**config.mk**
```make
export PLATFORM = sky130hd
export DESIGN_NAME = regfile_wb_arbiter
export DESIGN_NICKNAME = d
export VERILOG_FILES = /design/src/rtl/regfile_wb_arbiter.sv
export SDC_FILE = /design/constraint.sdc
export NUM_CORES = 1
export LEC_CHECK = 0
export ABC_AREA = 0
export CAP_MARGIN = 20
export CORE_UTILIZATION = 45
export CTS_CLUSTER_SIZE = 10
export DETAILED_ROUTE_END_ITERATION = 6
export HOLD_SLACK_MARGIN = 0.12
export PLACE_DENSITY = 0.78
export SYNTH_ARGS = -nofsm -noshare
export SYNTH_HDL_FRONTEND = slang
export SYNTH_SLANG_ARGS = --single-unit
```
**constraint.sdc**
```tcl
create_clock -name clk -period 3.5 [get_ports clk]
set_input_delay 0.7 -clock clk [delete_from_list [all_inputs] [get_ports clk]]
set_output_delay 0.7 -clock clk [all_outputs]
set_load 0.05 [all_outputs]
```
**src/rtl/regfile_wb_arbiter.sv**
```systemverilog
// regfile_wb_arbiter: shares the single register-file write port between the
// in-order core writeback (A, priority) and a long-latency unit (B, buffered
// in a small FIFO). A starvation guard forces B through after it has waited
// STARVE_LIMIT cycles. Registered outputs drive the register file directly.
//
// Optional feature: define WB_SCOREBOARD_EN to compile in the pending-write
// mask that raises rs1_hazard/rs2_hazard for registers with a B write in
// flight. Without it the hazards are tied low and busy_* are ignored.
module regfile_wb_arbiter #(
    parameter int B_DEPTH      = 2,
    parameter int STARVE_LIMIT = 4
) (
    input  logic                     clk,
    input  logic                     rst,
    input  logic                     a_valid,
    output logic                     a_ready,
    input  logic [4:0]               a_addr,
    input  logic [31:0]              a_data,
    input  logic                     b_valid,
    output logic                     b_ready,
    input  logic [4:0]               b_addr,
    input  logic [31:0]              b_data,
    input  logic                     busy_set,
    input  logic [4:0]               busy_addr,
    input  logic [4:0]               rs1_addr,
    input  logic [4:0]               rs2_addr,
    output logic                     rs1_hazard,
    output logic                     rs2_hazard,
    output logic                     reg_w,
    output logic [4:0]               rd_addr,
    output logic [31:0]              rd_data,
    output logic [$clog2(B_DEPTH):0] b_count
);

    localparam int PTR_W = $clog2(B_DEPTH);
    localparam int CNT_W = PTR_W + 1;
    localparam int STV_W = $clog2(STARVE_LIMIT + 1);

    typedef enum logic {
        A_PRIO  = 1'b0,
        FORCE_B = 1'b1
    } state_t;

    state_t             state_q, state_d;
    logic [STV_W-1:0]   starve_q, starve_d;

    logic [4:0]         fifo_addr [B_DEPTH];
    logic [31:0]        fifo_data [B_DEPTH];
    logic [PTR_W-1:0]   wr_ptr, rd_ptr;
    logic [CNT_W-1:0]   count_q;
    logic               fifo_empty;
    logic               push, pop;

    logic               grant, grant_b;
    logic [4:0]         g_addr;
    logic [31:0]        g_data;

    assign fifo_empty = (count_q == '0);
    // Full blocks a push even when the head is popped in the same cycle.
    assign b_ready    = (count_q < CNT_W'(B_DEPTH));
    assign push       = b_valid && b_ready;
    assign b_count    = count_q;

    // Arbitration, starvation tracking and next-state selection.
    always_comb begin
        state_d  = A_PRIO;
        a_ready  = 1'b0;
        pop      = 1'b0;
        grant    = 1'b0;
        grant_b  = 1'b0;
        g_addr   = '0;
        g_data   = '0;
        starve_d = starve_q;
        case (state_q)
            A_PRIO: begin
                a_ready = 1'b1;
                if (a_valid) begin
                    grant  = 1'b1;
                    g_addr = a_addr;
                    g_data = a_data;
                end else if (!fifo_empty) begin
                    grant   = 1'b1;
                    grant_b = 1'b1;
                    pop     = 1'b1;
                    g_addr  = fifo_addr[rd_ptr];
                    g_data  = fifo_data[rd_ptr];
                end
            end
            FORCE_B: begin
                if (!fifo_empty) begin
                    grant   = 1'b1;
                    grant_b = 1'b1;
                    pop     = 1'b1;
                    g_addr  = fifo_addr[rd_ptr];
                    g_data  = fifo_data[rd_ptr];
                end
            end
            default: ;
        endcase
        if (fifo_empty || pop) begin
            starve_d = '0;
        end else begin
            starve_d = starve_q + STV_W'(1);
        end
        // Entering FORCE_B on the same edge the count reaches the limit
        // makes the forced grant land STARVE_LIMIT+1 cycles after the push.
        if (state_q == A_PRIO && starve_d == STV_W'(STARVE_LIMIT)) begin
            state_d = FORCE_B;
        end
    end

    // Control state: FSM and starvation counter.
    always_ff @(posedge clk or posedge rst) begin
        if (rst) begin
            state_q  <= A_PRIO;
            starve_q <= '0;
        end else begin
            state_q  <= state_d;
            starve_q <= starve_d;
        end
    end

    // FIFO pointers and occupancy; pointers wrap naturally (power-of-two depth).
    always_ff @(posedge clk or posedge rst) begin
        if (rst) begin
            wr_ptr  <= '0;
            rd_ptr  <= '0;
            count_q <= '0;
        end else begin
            if (push) wr_ptr <= wr_ptr + PTR_W'(1);
            if (pop)  rd_ptr <= rd_ptr + PTR_W'(1);
            case ({push, pop})
                2'b10:   count_q <= count_q + CNT_W'(1);
                2'b01:   count_q <= count_q - CNT_W'(1);
                default: ;
            endcase
        end
    end

    // FIFO storage; contents are don't-care while the entry is not counted.
    always_ff @(posedge clk) begin
        if (push) begin
            fifo_addr[wr_ptr] <= b_addr;
            fifo_data[wr_ptr] <= b_data;
        end
    end

    // Write-port register: one pulse per grant, x0 grants consumed silently.
    always_ff @(posedge clk or posedge rst) begin
        if (rst) begin
            reg_w   <= 1'b0;
            rd_addr <= '0;
            rd_data <= '0;
        end else if (grant) begin
            reg_w   <= (g_addr != 5'd0);
            rd_addr <= g_addr;
            rd_data <= g_data;
        end else begin
            reg_w   <= 1'b0;
            rd_addr <= '0;
            rd_data <= '0;
        end
    end

`ifdef WB_SCOREBOARD_EN
    logic [31:0] pending_q;
    logic [31:0] set_mask, clr_mask;

    // Build set/clear masks; x0 is never marked pending.
    always_comb begin
        set_mask = '0;
        clr_mask = '0;
        if (busy_set && busy_addr != 5'd0) set_mask[busy_addr] = 1'b1;
        if (grant_b) clr_mask[g_addr] = 1'b1;
    end

    // Pending mask; a set on the same edge as a clear wins.
    always_ff @(posedge clk or posedge rst) begin
        if (rst) begin
            pending_q <= '0;
        end else begin
            pending_q <= (pending_q & ~clr_mask) | set_mask;
        end
    end

    assign rs1_hazard = pending_q[rs1_addr];
    assign rs2_hazard = pending_q[rs2_addr];
`else
    logic unused_sb;
    assign unused_sb  = ^{busy_set, busy_addr, rs1_addr, rs2_addr, grant_b};
    assign rs1_hazard = 1'b0;
    assign rs2_hazard = 1'b0;
`endif

endmodule

```
* After elaboration in Yosys (flattened, before gate mapping)
Memory sizes are Yosys's and may differ from the RTL's.
Index checks and enable logic that the tools add are counted.
** Operators by class
- $add $sub $neg :: 5
- Magnitude comparators :: 1
- Equal/unequal tests :: 3
- Multiplexer cells :: 20
- Bitwise operators :: 1
- Reductions and logical operators :: 6
** Operator list (count)
- $mux W32 :: 3
- $pmux W32 S2 :: 1
- $mux W5 :: 3
- $pmux W5 S2 :: 1
- $mux W1 :: 8
- $reduce_bool A5 Y1 :: 1
- $pmux W1 S2 :: 2
- $pmux W2 S2 :: 1
- $add A3 B1 Y3 const B :: 1
- $eq A3 B3 Y1 const B :: 1
- $mux W3 :: 1
- $add A1 B1 Y1 const B :: 2
- $add A2 B1 Y2 const B :: 1
- $eq A2 B1 Y1 const B :: 1
- $eq A2 B2 Y1 const B :: 1
- $logic_and A1 B1 Y1 :: 2
- $logic_not A2 Y1 :: 1
- $lt A2 B2 Y1 const B :: 1
- $reduce_bool A2 Y1 :: 1
- $sub A2 B1 Y2 const B :: 1
- $logic_or A1 B1 Y1 :: 1
- $not A1 Y1 :: 1
** Storage, ports and cells
- Bits in registers :: 46
- RAM bits :: 74
- Input port bits :: 94
- Output and inout port bits :: 44
- Logic and storage cells :: 46
- Memories kept :: 2
** Memories
- fifo_data :: words 2, width 32, read ports 1, clocked after Yosys merged registers in 0, write ports 1, line 48 : logic [31:0] fifo_data [B_DEPTH];
- fifo_addr :: words 2, width 5, read ports 1, clocked after Yosys merged registers in 0, write ports 1, line 47 : logic [4:0] fifo_addr [B_DEPTH];

* Logic depth before layout (Yosys ltp)
- Depth in word-level cells :: 9
- Gate-level depth with buffers :: 9
- Gate-level depth less buffers :: 7

* Worst setup path before layout
No wires, ideal clock.
- Kind :: reg-to-reg
- Start point :: reg count_q[1] (netlist: b_count[1])
- End point :: mem fifo_addr[0][0] (enable)
- Setup time :: 431 ps
- Arrival time :: 2821 ps
- Data required time :: 3069 ps
- Setup slack :: 248 ps
- Cell stages (with the launch flop) :: 4
- Path buffers :: 0
- Clock period less this slack :: 3252 ps
- Cell sequence :: dfrtp_1 > inv_1 > nand2_1 > nor2_1
** On the way
- Cells in the longest elaborated chain, start to end :: 4
** RTL lines
- start: declaration :: line 50 : logic [CNT_W-1:0] count_q;
- start signal: assignment :: line 133 : 2'b10: count_q <= count_q + CNT_W'(1);
- start signal: assignment :: line 134 : 2'b01: count_q <= count_q - CNT_W'(1);
- $lt A2 B2 Y1 :: line 60 : assign b_ready = (count_q < CNT_W'(B_DEPTH));
- named net b_ready :: line 20 : output logic b_ready,
- $logic_and A1 B1 Y1 :: line 61 : assign push = b_valid && b_ready;
- $mux W1 :: line 142 : if (push) begin
- $mux W1 (not written as such) :: line 143 : fifo_addr[wr_ptr] <= b_addr;
- end: declaration :: line 47
The timed path passes the listed nets, and every way through them passes these cells.

* Worst setup path in the final report
- Start point :: reg count_q[1] (netlist: b_count[1])
- End point :: out b_ready
** On the way
- Cells in the longest elaborated chain, start to end :: 1
** RTL lines (line)
- $lt A2 B2 Y1 :: 60
- end: declaration :: 20
Every way passes these cells.

==> summary.md <==
| Metric | Value |
|---|---|
| Final net count | `501` |
| DRC | `0` |
| DIE HEIGHT | `101 µm` |
| HPWL after DPL | `5340 µm` |
| Outcome | `finished clean` |
| Hold path cells | `1` |
| Setup violators final | `0` |
| Skew final | `5.18 ps` |
| First-pass GRT wire length | `13300 µm` |
| Core area | `9330 µm²` |
| Grt total ovfl | `0` |
| Slew Viols, Final | `0` |
| Syn. warnings | `0` |
| Cts repair resizes | `0` |
| Num ports | `138` |
| Wire per inst | `15.2 µm` |
| CP Class | `reg -> out` |
| Htree depth | `4` |
| Fill cells | `657` |
| Clk slew on worst S/H paths | `60 ps` |
| Crit path DAT | `1860 ps` |
| Number of global-route vias before repair | `2752` |
| FF-to-FF path depth | `7` |
| Average via count per standard cell | `4.80` |
| FMAX | `391 MHz` |
| Seq/Total Area, Yosys | `77.1%` |
| Crit end category | `output port` |
| Die area | `10100 µm²` |
| Pwr Total | `5.17 mW` |
| Syn Inst Count | `273` |
| Slew margin rel. | `39.5%` |
| HP Class | `reg -> reg` |
| Cell Area, Synth | `4380 µm²` |
| Cts bufs inserted | `17` |
| Worst-Skew Late Latency | `490 ps` |
| Max clock buf depth | `2` |
| Port bufs | `119` |
| Largest net degree at the start of global routing | `47` |
| Cell Rows | `35` |
| Clock root buffer | `clkbuf_8` |
| Cell taking the most area after synthesis | `edfxtp_1` |
| Period Utilization, post-route | `73.1%` |
| WL final | `8290 µm` |
| Worst VDD drop | `0.421 mV` |
| Crit Path Max Fanout | `4` |
| Max-Cap Viols | `0` |
| Pre-antenna DRT Iters | `4` |
| Post-synth cell types | `24` |
| Worst Hold Launch | `starve_q[0]$_DFF_PP0_` |
| Fin Hold WS | `470 ps` |
| Postcts setup bufs | `0` |
| Fin crit period | `2560 ps` |
| Core Util, Final | `67.5%` |
| Leak | `2.47 nW` |
| Synth top area cells | `edfxtp_1 51%, dfrtp_1 26%, mux2i_1 8.5%` |
| Setup TNS Final | `0 ps` |
| Pwr Density | `821 nW/µm²` |
| Total GRT Usage | `17.9%` |
| GP Congestion | `0.684` |
| Worst r2r src | `b_count[0]$_DFFE_PP0P_` |
| Worst EP required | `2800 ps` |
| Die width | `101 µm` |
| Starting Density | `46.9%` |
| Final Hold Vio Count | `0` |
| Total number of vias | `2627` |
| Proportion of layout cells with a drive suffix above 1 | `10.8%` |
| RSZ-0062 raised after global routing | `no` |
| DR iter-0 viols | `81` |
| Reg2Reg Setup Slack | `1710 ps` |
| Antenna viol nets, final | `0` |
| CTS tree | `built` |
| Seq cells post-synth | `120` |
| Hold-fix buffers, CTS | `0` |
| Reg-to-Reg End | `b_count[1]$_DFFE_PP0P_` |
| Synth top area share | `50.8%` |
| Layout Area Growth over Synthesis | `43.9%` |
| Avg Cell Area, Syn | `16.0 µm²` |
| Critical Path Source Type | `register` |
| Initial antenna violation count | `0` |
| # diodes | `0` |
| Worst-Margin Slew | `908 ps` |
| Sink Count | `120` |
| Hold path endpoint | `starve_q[0]$_DFF_PP0_` |
final cells by class:
type	instances	area (µm²)	share of cell area, %
Clock inverter	13	154	2.44
Clock buffer	19	432	6.85
Timing Repair Buffer	126	1260	20.1
Tap cell	129	161	2.56
Multi-Input combinational cell	135	895	14.2
Sequential cell	120	3370	53.6
Inverter	5	18.8	0.298
through the flow:
| stage | instance area [µm²] | setup slack [ps] | instances |
|---|---|---|---|
| after global routing | 6300 | 855 | 547 |
| after global placement | 5690 | 1030 | 514 |
| after floorplan | 4380 | 248 | 274 |
| after CTS | 6270 | 911 | 546 |
| final | 6300 | 943 | 547 |
| after detailed placement | 5690 | 998 | 514 |
routing by layer:
metal | routed length (µm) | track usage (%) | vias to the layer above
met5 | 0 | 0 | -
met4 | 54 | 6.02 | 0
met3 | 467 | 6.17 | 7
met2 | 4420 | 31.9 | 94
met1 | 3350 | 20.0 | 1277
li1 | - | - | 1249
Yosys cell counts:
library cell and number:
nand2b_1 1, ha_1 2, and4_1 1, buf_6 4, nor2_2 1, buf_2 4
inv_1 4, clkbuf_1 2, inv_2 1, edfxtp_1 74, conb_1 1, and3_1 1
xnor2_1 6, nor2b_4 1, o21ai_1 34, nand3b_1 4, o31ai_1 4, dfrtp_1 46
nand2_1 34, mux2i_1 37, nor2_1 5, buf_4 4, nor4_1 1, or2_1 1
registers in the layout, summed over array words and instances, names as in the netlist:
name,count
rd_ptr,1
rd_data,32
rd_addr,5
fifo_addr,10
b_count,2
fifo_data,64
wr_ptr,1
starve_q,3
reg_w,1
state_q,1
cells in the final DEF (no fill, tap or decap), types with 2 or more instances in the layout:
master,netlist,routed
o21ai_1,34,34
nand2_1,34,34
conb_1,1,2
edfxtp_1,74,74
bufinv_16,0,3
clkdlybuf4s50_1,0,119
buf_4,4,6
xnor2_1,6,6
clkbuf_16,0,16
mux2i_1,37,37
nor2_1,5,4
clkinv_2,0,5
clkbuf_8,0,2
inv_2,1,2
ha_1,2,2
o31ai_1,4,4
nand3b_1,4,4
inv_1,4,3
clkinvlp_4,0,4
dfrtp_1,46,45
worst max path at each step:
stage / end / startpoint / cells after the start / slack [ps]
finish: b_ready / b_count[1]$_DFFE_PP0P_ / 2 / 940
detailed placement: b_count[1]$_DFFE_PP0P_ / a_valid / 8 / 1000
floorplan: fifo_addr[0][0]$_DFFE_PP_ / b_count[1]$_DFFE_PP0P_ / 3 / 250
global placement: reg_w$_DFF_PP0_ / a_valid / 6 / 1030
CTS: b_ready / b_count[1]$_DFFE_PP0P_ / 2 / 910
global route: b_ready / b_count[1]$_DFFE_PP0P_ / 2 / 860
critical path, stage by stage, from the launching register on:
cell and delay (ps):
dfrtp_1 410, inv_1 140, clkdlybuf4s50_1 820
cells by family (layout without fill, tap and decap cells):
| family | after synthesis | count (layout) | synth area share [%] |
|---|---|---|---|
| buf+inv | 19 | 163 | 2.77 |
| flops | 120 | 120 | 77.1 |
| compound gates | 38 | 38 | 4.57 |
| xor+xnor | 6 | 6 | 1.20 |
| simple gates | 50 | 50 | 5.26 |
| mux | 37 | 37 | 8.46 |
| other cells | 1 | 2 | 0.0857 |
| fa+ha+maj | 2 | 2 | 0.572 |
power breakdown:
part / switching, mW / leakage [nW] / internal (mW)
Sequential: 0.150 / 1.24 / 1.84
Clock: 0.587 / 0.279 / 1.10
Combinational: 0.933 / 0.947 / 0.564
Power figures use the tool's default switching activity.
